==> src/rtl/sig_normalizer_pkg.sv <==
// Shared widths and constants for the adder-tree return path normalizer.
// Derived widths are exposed as functions so parameterized instances stay consistent.
package sig_normalizer_pkg;

   localparam int EXP_WIDTH_DEF  = 4;
   localparam int SIG_WIDTH_DEF  = 4;
   localparam int LOW_EXPAND_DEF = 2;

   function automatic int calc_sum_w(input int sig_w, input int low_exp);
      return sig_w + low_exp + 6;
   endfunction

   function automatic int calc_hp(input int sig_w, input int low_exp);
      return sig_w + low_exp;
   endfunction

   function automatic int calc_out_w(input int exp_w, input int sig_w);
      return 1 + exp_w + sig_w;
   endfunction

   localparam int SUM_W = calc_sum_w(SIG_WIDTH_DEF, LOW_EXPAND_DEF);
   localparam int HP    = calc_hp(SIG_WIDTH_DEF, LOW_EXPAND_DEF);
   localparam int OUT_W = calc_out_w(EXP_WIDTH_DEF, SIG_WIDTH_DEF);

   localparam logic [OUT_W-1:0] RES_ZERO    = '0;
   localparam logic [OUT_W-2:0] RES_SAT_MAG = '1;

endpackage

==> src/rtl/sig_normalizer_lzc.sv <==
// Leading-one detector: reports the index of the highest set bit and a zero flag.
module sig_lzc #(
   parameter int W  = 12,
   parameter int PW = $clog2(W)
) (
   input  logic [W-1:0]  vec,
   output logic [PW-1:0] pos,
   output logic          zero
);

   // Scanning upward lets the highest set bit win.
   always_comb begin
      pos  = '0;
      zero = 1'b1;
      for (int i = 0; i < W; i++) begin
         if (vec[i]) begin
            pos  = PW'(i);
            zero = 1'b0;
         end
      end
   end

endmodule

==> src/rtl/sig_normalizer.sv <==
// Converts two signed adder-tree sums into packed sign/exp/sig small floats
// through a 3-stage valid/ready pipeline (magnitude, normalize, round/pack).
module sig_normalizer
   import sig_normalizer_pkg::*;
#(
   parameter int expWidth   = EXP_WIDTH_DEF,
   parameter int sigWidth   = SIG_WIDTH_DEF,
   parameter int low_expand = LOW_EXPAND_DEF
) (
   input  logic                             clk,
   input  logic                             rst_n,
   input  logic                             in_valid,
   output logic                             in_ready,
   input  logic [sigWidth+low_expand+5:0]   sum1,
   input  logic [sigWidth+low_expand+5:0]   sum2,
   input  logic [expWidth-1:0]              max_exp,
   output logic                             out_valid,
   input  logic                             out_ready,
   output logic [expWidth+sigWidth:0]       res1,
   output logic [expWidth+sigWidth:0]       res2
);

   localparam int SW  = calc_sum_w(sigWidth, low_expand);
   localparam int HPL = calc_hp(sigWidth, low_expand);
   localparam int OW  = calc_out_w(expWidth, sigWidth);
   localparam int PW  = $clog2(SW);
   localparam int EW2 = expWidth + 2;

   localparam logic signed [EW2-1:0] E_ZERO = '0;
   localparam logic signed [EW2-1:0] E_MAX  = EW2'((1 << expWidth) - 1);

   logic                  en;
   logic [SW-1:0]         sum_in [2];

   logic                  s1_valid_q, s1_valid_d;
   logic [1:0]            s1_sign_q, s1_sign_d;
   logic [SW-1:0]         s1_mag_q [2];
   logic [SW-1:0]         s1_mag_d [2];
   logic [expWidth-1:0]   s1_exp_q, s1_exp_d;

   logic [PW-1:0]         lzc_pos [2];
   logic [1:0]            lzc_zero;
   logic [PW-1:0]         shamt [2];
   logic [SW-2:0]         frac [2];

   logic                  s2_valid_q, s2_valid_d;
   logic [1:0]            s2_sign_q, s2_sign_d;
   logic [1:0]            s2_zero_q, s2_zero_d;
   logic [sigWidth-1:0]   s2_mant_q [2];
   logic [sigWidth-1:0]   s2_mant_d [2];
   logic [1:0]            s2_guard_q, s2_guard_d;
   logic [1:0]            s2_sticky_q, s2_sticky_d;
   logic signed [EW2-1:0] s2_e_q [2];
   logic signed [EW2-1:0] s2_e_d [2];

   logic [1:0]            rnd;
   logic [sigWidth:0]     mant_rnd [2];
   logic signed [EW2-1:0] e_rnd [2];

   logic                  out_valid_q, out_valid_d;
   logic [OW-1:0]         res_q [2];
   logic [OW-1:0]         res_d [2];

   assign en        = out_ready | ~out_valid_q;
   assign in_ready  = en;
   assign sum_in[0] = sum1;
   assign sum_in[1] = sum2;
   assign out_valid = out_valid_q;
   assign res1      = res_q[0];
   assign res2      = res_q[1];

   // Stage 1: split sign and recover magnitude; the most negative sum maps cleanly to 2^(SW-1).
   always_comb begin
      s1_valid_d = s1_valid_q;
      s1_sign_d  = s1_sign_q;
      s1_exp_d   = s1_exp_q;
      for (int l = 0; l < 2; l++) begin
         s1_mag_d[l] = s1_mag_q[l];
      end
      if (en) begin
         s1_valid_d = in_valid;
         s1_exp_d   = max_exp;
         for (int l = 0; l < 2; l++) begin
            s1_sign_d[l] = sum_in[l][SW-1];
            s1_mag_d[l]  = sum_in[l][SW-1] ? (~sum_in[l] + SW'(1)) : sum_in[l];
         end
      end
   end

   for (genvar g = 0; g < 2; g++) begin : g_lzc
      sig_lzc #(.W(SW), .PW(PW)) u_lzc (
         .vec  (s1_mag_q[g]),
         .pos  (lzc_pos[g]),
         .zero (lzc_zero[g])
      );
   end

   // Stage 2: shift the leading one out of the top, keep mantissa, guard and sticky.
   always_comb begin
      s2_valid_d  = s2_valid_q;
      s2_sign_d   = s2_sign_q;
      s2_zero_d   = s2_zero_q;
      s2_guard_d  = s2_guard_q;
      s2_sticky_d = s2_sticky_q;
      for (int l = 0; l < 2; l++) begin
         shamt[l]     = PW'(SW - 1) - lzc_pos[l];
         frac[l]      = (SW-1)'(s1_mag_q[l] << shamt[l]);
         s2_mant_d[l] = s2_mant_q[l];
         s2_e_d[l]    = s2_e_q[l];
      end
      if (en) begin
         s2_valid_d = s1_valid_q;
         s2_sign_d  = s1_sign_q;
         s2_zero_d  = lzc_zero;
         for (int l = 0; l < 2; l++) begin
            s2_mant_d[l]   = frac[l][SW-2 -: sigWidth];
            s2_guard_d[l]  = frac[l][SW-2-sigWidth];
            s2_sticky_d[l] = |frac[l][SW-3-sigWidth:0];
            s2_e_d[l]      = EW2'(s1_exp_q) + EW2'(lzc_pos[l]) - EW2'(HPL);
         end
      end
   end

   // Stage 3: round to nearest even, then zero / underflow / saturation selection.
   always_comb begin
      out_valid_d = out_valid_q;
      if (en) begin
         out_valid_d = s2_valid_q;
      end
      for (int l = 0; l < 2; l++) begin
         rnd[l]      = s2_guard_q[l] & (s2_sticky_q[l] | s2_mant_q[l][0]);
         mant_rnd[l] = {1'b0, s2_mant_q[l]} + (sigWidth+1)'(rnd[l]);
         e_rnd[l]    = s2_e_q[l] + EW2'(mant_rnd[l][sigWidth]);
         res_d[l]    = res_q[l];
         if (en && s2_valid_q) begin
            if (s2_zero_q[l] || e_rnd[l] <= E_ZERO) begin
               res_d[l] = '0;
            end else if (e_rnd[l] > E_MAX) begin
               res_d[l] = {s2_sign_q[l], {(OW-1){1'b1}}};
            end else begin
               res_d[l] = {s2_sign_q[l], e_rnd[l][expWidth-1:0], mant_rnd[l][sigWidth-1:0]};
            end
         end
      end
   end

   always_ff @(posedge clk or negedge rst_n) begin
      if (!rst_n) begin
         s1_valid_q  <= 1'b0;
         s1_sign_q   <= '0;
         s1_exp_q    <= '0;
         s2_valid_q  <= 1'b0;
         s2_sign_q   <= '0;
         s2_zero_q   <= '0;
         s2_guard_q  <= '0;
         s2_sticky_q <= '0;
         out_valid_q <= 1'b0;
         for (int l = 0; l < 2; l++) begin
            s1_mag_q[l]  <= '0;
            s2_mant_q[l] <= '0;
            s2_e_q[l]    <= '0;
            res_q[l]     <= '0;
         end
      end else begin
         s1_valid_q  <= s1_valid_d;
         s1_sign_q   <= s1_sign_d;
         s1_exp_q    <= s1_exp_d;
         s2_valid_q  <= s2_valid_d;
         s2_sign_q   <= s2_sign_d;
         s2_zero_q   <= s2_zero_d;
         s2_guard_q  <= s2_guard_d;
         s2_sticky_q <= s2_sticky_d;
         out_valid_q <= out_valid_d;
         for (int l = 0; l < 2; l++) begin
            s1_mag_q[l]  <= s1_mag_d[l];
            s2_mant_q[l] <= s2_mant_d[l];
            s2_e_q[l]    <= s2_e_d[l];
            res_q[l]     <= res_d[l];
         end
      end
   end

endmodule

==> config.mk <==
export PLATFORM = sky130hd
export DESIGN_NAME = sig_normalizer
export DESIGN_NICKNAME = d
export VERILOG_FILES = /design/src/rtl/sig_normalizer_pkg.sv /design/src/rtl/sig_normalizer_lzc.sv /design/src/rtl/sig_normalizer.sv
export SDC_FILE = /design/constraint.sdc
export NUM_CORES = 1
export LEC_CHECK = 0
export BUFFER_PORTS_ARGS = -buffer_cell sky130_fd_sc_hd__buf_4
export CORE_UTILIZATION = 35
export CTS_BUF_LIST = sky130_fd_sc_hd__clkbuf_4 sky130_fd_sc_hd__clkbuf_8
export DETAILED_ROUTE_END_ITERATION = 10
export GPL_ROUTABILITY_DRIVEN = 0
export HOLD_SLACK_MARGIN = 0.1
export PLACE_DENSITY = 0.64
export SLEW_MARGIN = 25
export SYNTH_ARGS = -nofsm -noshare
export SYNTH_HDL_FRONTEND = slang
export SYNTH_SLANG_ARGS = --single-unit
==> constraint.sdc <==
create_clock -name clk -period 2.7 [get_ports clk]
set_input_delay 0.27 -clock clk [delete_from_list [all_inputs] [get_ports clk]]
set_output_delay 0.27 -clock clk [all_outputs]
set_load 0.005 [all_outputs]
-- Word level (Yosys, flattened, before mapping)
Index checks and enable logic that the tools add are counted.
- add/sub/neg operators: 12
- multipliers: 0
- div/mod/pow operators: 0
- order comparisons: 4
- equality and inequality tests: 0
- shifts and indexed selects: 2
- mux-type cells: 52
- bitwise operators: 8
- reduce and logical (&&, ||, !) cells: 5
- operators by type and width (kind ; count):
    4-bit 2-to-1 mux ; 8
    1-bit 2-to-1 mux ; 26
    12-bit by 1-bit adder with 12-bit output, second input constant ; 2
    12-bit 2-to-1 mux ; 2
    3-bit 2-to-1 mux ; 8
    12-bit NOT ; 2
    12-bit by 4-bit << shifter with 11-bit output ; 2
    9-bit 2-to-1 mux ; 2
    8-bit 2-to-1 mux ; 2
    6-bit by 1-bit adder with 6-bit output ; 2
    6-bit by 5-bit > comparator with 1-bit output, second input constant ; 2
    6-bit by 1-bit less-or-equal comparator with 1-bit output, second input constant ; 2
    6-bit OR reduction ; 2
    5-bit by 3-bit subtractor with 6-bit output, second input constant ; 2
    4-bit by 1-bit adder with 5-bit output ; 2
    4-bit by 4-bit adder with 5-bit output ; 2
    2-bit 2-to-1 mux ; 4
    4-bit subtractor, first input constant ; 2
    1-bit OR ; 3
    1-bit bitwise AND ; 2
    1-bit logical OR ; 2
    1-bit logical AND ; 1
    1-bit NOT ; 1
- bits in registers: 79
- bits in latches: 0
- RAM bits: 0
- bits in read-only memories: 0
- output and inout bits: 20
- logic and storage cells: 100
- memories kept: 0

-- Longest topological paths before layout
- depth in word-level cells: 14
- gate-level depth with buffers: 13
- depth with buffers taken out: 12

-- Cells and area by module
Synthesis repeated with hierarchy kept, for this count alone.
- cell total of the unflattened synthesis: 575
- area total of the unflattened synthesis: 5232.5 um^2
- by module, submodules not included (module ; instances ; cells each ; area each (um^2) ; seq. area each (um^2)):
    sig_normalizer ; 1 ; 535 ; 5004.8 ; 1976.9
    sig_lzc ; 2 ; 20 ; 113.9 ; 0.0

-- Worst setup path after synthesis
OpenSTA, ideal clock, no wires.
- kind: flip-flop to flip-flop
- start: register s1_mag_q[21] in the netlist's numbering
- end: register s2_e_q[9] in the netlist's numbering
- arrival: 2.419 ns
- data required time: 2.568 ns
- setup slack: 0.149 ns
- cell stages (with the launch flop): 13
- path buffers: 1
- period minus slack after synthesis: 2.551 ns
- cells stage by stage: dfrtp_1 buf_6 or4_4 o221ai_4 inv_2 ha_1 inv_1 ha_1 inv_1 fa_1 xnor2_1 nor2_1 a21oi_1
- word-level cells in the longest chain between the ends: 5
- RTL lines (item ; RTL line ; text):
    start, declared ; sig_normalizer.sv:37 ; logic [SW-1:0] s1_mag_q [2];
    start signal, assigned by index ; sig_normalizer.sv:175 ; s1_mag_q[l] <= s1_mag_d[l];
    4-bit 2-to-1 mux (3 in series) ; sig_normalizer_lzc.sv:16 ; if (vec[i]) begin
    4-bit by 4-bit adder with 5-bit output ; sig_normalizer.sv:119 ; s2_e_d[l] = EW2'(s1_exp_q) + EW2'(lzc_pos[l]) - EW2'(HPL);
    5-bit by 3-bit subtractor with 6-bit output ; sig_normalizer.sv:119 ;
    end signal, assigned by index ; sig_normalizer.sv:177 ; s2_e_q[l] <= s2_e_d[l];
    end, declared ; sig_normalizer.sv:53 ; logic signed [EW2-1:0] s2_e_q [2];
No other way between the ends.
A chain may end at the register's enable or synchronous reset.

-- Worst setup path in the final report
- start: register s2_sticky_q[1]
- end: register res_q (netlist bit res2[4])
- word-level cells in the longest chain between the ends: 7
- elaborated cells on any way between the ends: 9
- those cells by class: 2 x add/sub; 2 x order compare; 2 x mux; 2 x bitwise; 1 x reduce/logical
- RTL lines (item ; RTL line ; text):
    start, declared ; sig_normalizer.sv:52 ; logic [1:0] s2_sticky_q, s2_sticky_d;
    start signal, assigned ; sig_normalizer.sv:172 ; s2_sticky_q <= s2_sticky_d;
    1-bit OR * ; sig_normalizer.sv:131 ; rnd[l] = s2_guard_q[l] & (s2_sticky_q[l] | s2_mant_q[l][0]);
    1-bit bitwise AND * ; sig_normalizer.sv:131 ;
    4-bit by 1-bit adder with 5-bit output * ; sig_normalizer.sv:132 ; mant_rnd[l] = {1'b0, s2_mant_q[l]} + (sigWidth+1)'(rnd[l]);
    6-bit by 1-bit adder with 6-bit output * ; sig_normalizer.sv:133 ; e_rnd[l] = s2_e_q[l] + EW2'(mant_rnd[l][sigWidth]);
    6-bit by 5-bit > comparator with 1-bit output / 6-bit by 1-bit less-or-equal comparator with 1-bit output (equally long branches) ; sig_normalizer.sv:138, sig_normalizer.sv:136 ;
    8-bit 2-to-1 mux / 1-bit logical OR (equally long branches) ; sig_normalizer.sv:138, sig_normalizer.sv:136 ;
    9-bit 2-to-1 mux * ; sig_normalizer.sv:136 ; if (s2_zero_q[l] || e_rnd[l] <= E_ZERO) begin
    end signal, assigned by index ; sig_normalizer.sv:178 ; res_q[l] <= res_d[l];
    end, declared ; sig_normalizer.sv:61 ; logic [OW-1:0] res_q [2];
Mark *: on every way between the ends. The rest lies on a longest branch, timed or not.

==> metrics.log <==
INFO  metric die-width = about 120 um
INFO  metric netlist_area = roughly 5200 sq um
INFO  metric initial_core_util = a little over a third
INFO  metric worst-r2r-cell-count = 11
INFO  metric end_kind = flop
INFO  metric ys.flop_type = sky130_fd_sc_hd__dfrtp_1
INFO  metric synth_top_area_share = a little under two fifths
INFO  metric cts_sink_count = between 70 and 80
INFO  metric synth_top_family_by_area = compound AO/OA/AOI/OAI gates
INFO  metric vertical_die_dimension = 124 um
INFO  metric drt_pass1_iterations = 5
INFO  metric grt_first_pass_wirelength = between 20,000 and 25,000 um
INFO  metric setup.worst_path.start = s2_sticky_q[1]$_DFFE_PN0N_
INFO  metric maximum_fanout_along_the_worst_path = 5
INFO  metric leakage = roughly 2.8 nW
INFO  metric clk_slew_on_worst_s_h_paths = around 0.10 ns
INFO  metric synthesis.nets = slightly below 700
INFO  metric tightestPinTransition = a little over 0.7 ns
INFO  metric antenna_found_initial = 0
INFO  metric setup_tns = 0 ns
INFO  metric grt_met3_usage = approximately 3.2%
INFO  metric fp-row-count = 44
INFO  metric design.die.area = 15,400 sq um
INFO  metric overflow = 0
INFO  metric synth.yosys.warnings = 0
INFO  metric met1_usage = a little under a quarter
INFO  metric library_cell_occupying_the_most_area_in_the_post_synthesis_netlist = sky130_fd_sc_hd__dfrtp_1
INFO  metric slew_limit_fails = 0
INFO  metric synth_edf_count = 0
INFO  metric min_period_over_period = a little over nine tenths
INFO  metric worst_ep_required_time = 2.96 ns
INFO  metric worstSetupStartpointType = flop
INFO  metric layout-drive-gt1-share = a little under a fifth
INFO  metric layout_common_cells = 123 x sky130_fd_sc_hd__nand2_1, 78 x sky130_fd_sc_hd__dfrtp_1, 77 x sky130_fd_sc_hd__buf_4
INFO  metric layout.cells.most_common = sky130_fd_sc_hd__nand2_1
INFO  metric final.min_clock_period = between 2 and 3 ns
INFO  metric synthTopCellsByArea = sky130_fd_sc_hd__dfrtp_1 38%, sky130_fd_sc_hd__nand2_1 8.9%, sky130_fd_sc_hd__o21ai_0 6.1%
INFO  metric synth-xor-area-share = under 10%
INFO  metric busiest_metal_layer_after_global_routing = met2
INFO  metric synth-simple-area-share = around 20%
INFO  metric largest_net_degree_at_the_start_of_global_routing = 80
INFO  metric flow.area_growth_from_synthesis = 18.8%
INFO  metric power-per-cell-area = a little under 1000 nW/um^2
INFO  metric initialDrtViolationCount = around 320
INFO  metric finalHoldViolations = 0
INFO  metric timing_worst_setup_path_type = reg2reg
INFO  metric final_core_utilization = 42.5%
INFO  metric cts_max_level = 3
INFO  metric via_count_of_the_first_global_routing_pass = 4,525
INFO  metric drc_errors = 0
INFO  metric maxSlewHeadroom = a little over half
INFO  metric synth_cell_type_count = 67
INFO  metric yosys.area_share.adder = 6.54%
INFO  metric r2r_slack = between 0.1 and 0.15 ns
INFO  metric hold_ws = between 0.1 and 0.15 ns
INFO  metric cts.path.max_buffers = 2
INFO  metric route.antenna.remaining_nets = 0
INFO  metric synth.mux.area_fraction = under 10%
INFO  metric worst_r2r_endpoint = res2[4]$_DFFE_PN0P_
INFO  metric area_of_all_placed_cells_without_fillers = approximately 6000 sq um
INFO  metric grt_use_met2 = 26.8%
INFO  metric ys_seq_elements = 79
INFO  metric via_count = around 4,700
INFO  metric timing.critical_path.arrival = between 2 and 3 ns
INFO  metric port-buffer-count = 51
INFO  metric cap_viol_max_count = 0
INFO  metric io_pins = 52
INFO  metric fmax = a little under 0.4 GHz
INFO  metric core-area = 14,500 sq um
INFO  metric postSynth.asyncResetShare = 100%
INFO  metric tritoncts = done
INFO  metric grt_util_all_layers = 17.2%
INFO  metric worst_r2r_startpoint = s2_sticky_q[1]$_DFFE_PN0N_
INFO  metric place_area = 5870 sq um
INFO  metric power = ~6 mW
INFO  metric avgSynthCellArea = ~8.3 sq um
INFO  metric clock_latency_at_the_later_pin_of_the_worst_skew_pair = 0.37 ns
INFO  metric clock_tree_root_driver_cell = sky130_fd_sc_hd__clkbuf_8
INFO  metric synthCells = between 600 and 700
INFO  metric via_per_inst = roughly 5.3
INFO  metric maximum_resistive_drop_on_vdd = 0.356 mV
INFO  metric routed_wirelength = roughly 12,000 um
INFO  metric compound_gate_portion_of_the_synthesized_area = a little under a quarter
INFO  metric antenna_cells_inserted = 0
INFO  metric report.final.setup_viol = 0
INFO  metric min_path_type = in2reg
INFO  metric timing.critical_path.to = res2[4]$_DFFE_PN0P_
INFO  metric seq_area_frac_synth = a little under two fifths
INFO  metric cts-buffers-inserted = 9
INFO  metric avgRoutedWirePerCell = 14.1 um
INFO  metric outcome = finished clean
INFO  metric final.setup_skew = around 0.0084 ns
INFO  metric hpwlAfterDp = roughly 9000 um
INFO  metric nNetsFinal = 749
==> worst max-delay path, cell delays in order, from the launching register on <==
cell and delay, ns:
sky130_fd_sc_hd__dfrtp_1 0.40, sky130_fd_sc_hd__o21a_1 0.19, sky130_fd_sc_hd__ha_1 0.19, sky130_fd_sc_hd__ha_1 0.20, sky130_fd_sc_hd__and3_1 0.16, sky130_fd_sc_hd__ha_2 0.20, sky130_fd_sc_hd__a211o_1 0.29, sky130_fd_sc_hd__o21ai_0 0.10
sky130_fd_sc_hd__a31oi_1 0.14, sky130_fd_sc_hd__o311a_1 0.40, sky130_fd_sc_hd__o21ai_0 0.12, sky130_fd_sc_hd__nand2_1 0.07
==> power by group <==
part | internal, mW | switching (mW)
clock | 0.354 | 0.501
combinational | 1.40 | 1.68
sequential | 1.63 | 0.453
==> Yosys cell counts, types with 4 or more instances <==
cell / n
sky130_fd_sc_hd__nand3_1: 16
sky130_fd_sc_hd__a22oi_1: 4
sky130_fd_sc_hd__a31oi_1: 11
sky130_fd_sc_hd__nand2_1: 123
sky130_fd_sc_hd__nor2b_1: 9
sky130_fd_sc_hd__o31ai_1: 5
sky130_fd_sc_hd__o21ai_0: 63
sky130_fd_sc_hd__nand2b_1: 5
sky130_fd_sc_hd__ha_1: 24
sky130_fd_sc_hd__clkbuf_1: 18
sky130_fd_sc_hd__nor4_1: 4
sky130_fd_sc_hd__o21a_1: 5
sky130_fd_sc_hd__dfrtp_1: 79
sky130_fd_sc_hd__xor2_1: 19
sky130_fd_sc_hd__a21oi_1: 22
sky130_fd_sc_hd__or3_1: 5
sky130_fd_sc_hd__nor2_1: 41
sky130_fd_sc_hd__and3_1: 6
sky130_fd_sc_hd__or4_1: 4
sky130_fd_sc_hd__buf_4: 4
sky130_fd_sc_hd__o21ai_1: 7
sky130_fd_sc_hd__nor3_1: 6
sky130_fd_sc_hd__mux2i_1: 4
sky130_fd_sc_hd__inv_1: 38
sky130_fd_sc_hd__o211ai_1: 24
sky130_fd_sc_hd__xnor2_1: 12
==> per-stage QoR <==
step / cells / worst slack [ns]
after global routing: 880 / -0.0216
after CTS: 877 / 0.0460
after detailed placement: 857 / 0.00705
after global placement: 857 / 0.162
final: 880 / 0.122
after floorplan: 626 / 0.149
==> registers in the layout, indices dropped and copies added, names as in the netlist, 2 cells and up <==
name / flops
res2: 9
s2_zero_q: 2
s2_guard_q: 2
s1_sign_q: 2
s2_sticky_q: 2
s2_e_q: 12
s2_mant_q: 8
s1_mag_q: 24
s1_exp_q: 4
s2_sign_q: 2
res1: 9
==> area by class of cell <==
cell class | instances | area [sq um]
Clock inverter | 7 | 65.1
Multi-Input combinational cell | 478 | 3000
Clock buffer | 9 | 124
Sequential cell | 79 | 1980
Fill cell | 1478 | 8350
Tap cell | 184 | 230
Inverter | 41 | 154
Timing Repair Buffer | 82 | 629
==> how the worst min path moves through the flow <==
stage                     slack (ns)                  endpoint                startpoint  depth (start not counted)
final                           0.11   s1_exp_q[3]$_DFFE_PN0N_                max_exp[3]                          3
after global routing            0.11   s1_exp_q[0]$_DFFE_PN0N_                max_exp[0]                          3
after CTS                       0.11   s1_exp_q[0]$_DFFE_PN0N_                max_exp[0]                          3
after detailed placement        0.46  s1_sign_q[0]$_DFFE_PN0N_  s1_sign_q[0]$_DFFE_PN0N_                          2
after global placement          0.45       res2[5]$_DFFE_PN0P_       res2[5]$_DFFE_PN0P_                          2
after floorplan                -0.03     out_valid$_DFFE_PN0N_                     rst_n                          0
==> what timing repair did <==
action / CTS / global route
setup buffers: 0 / 1
hold buffers: 4 / 0
cloned: 0 / 2
hold endpoints to repair: 13 / 0
pin swaps: 0 / 3
resized for setup: 1 / 15
endpoints found under the setup margin: 9 / 22
==> cells by family after synthesis <==
kind of cell	Yosys count
compound gates	180
xor+xnor	31
fa+ha+maj	26
mux	7
flops	79
buf+inv	71
simple gates	232
==> metal layers <==
metal | vias to the layer above | share of wire, % | wire length (um)
li1 | 2335 | - | -
met1 | 2194 | 50 | 6230
met2 | 146 | 44 | 5430
met3 | 13 | 5.0 | 625
met4 | 0 | 1.4 | 169
met5 | - | 0 | 0
No activity file was read; power rests on OpenSTA's default activity.
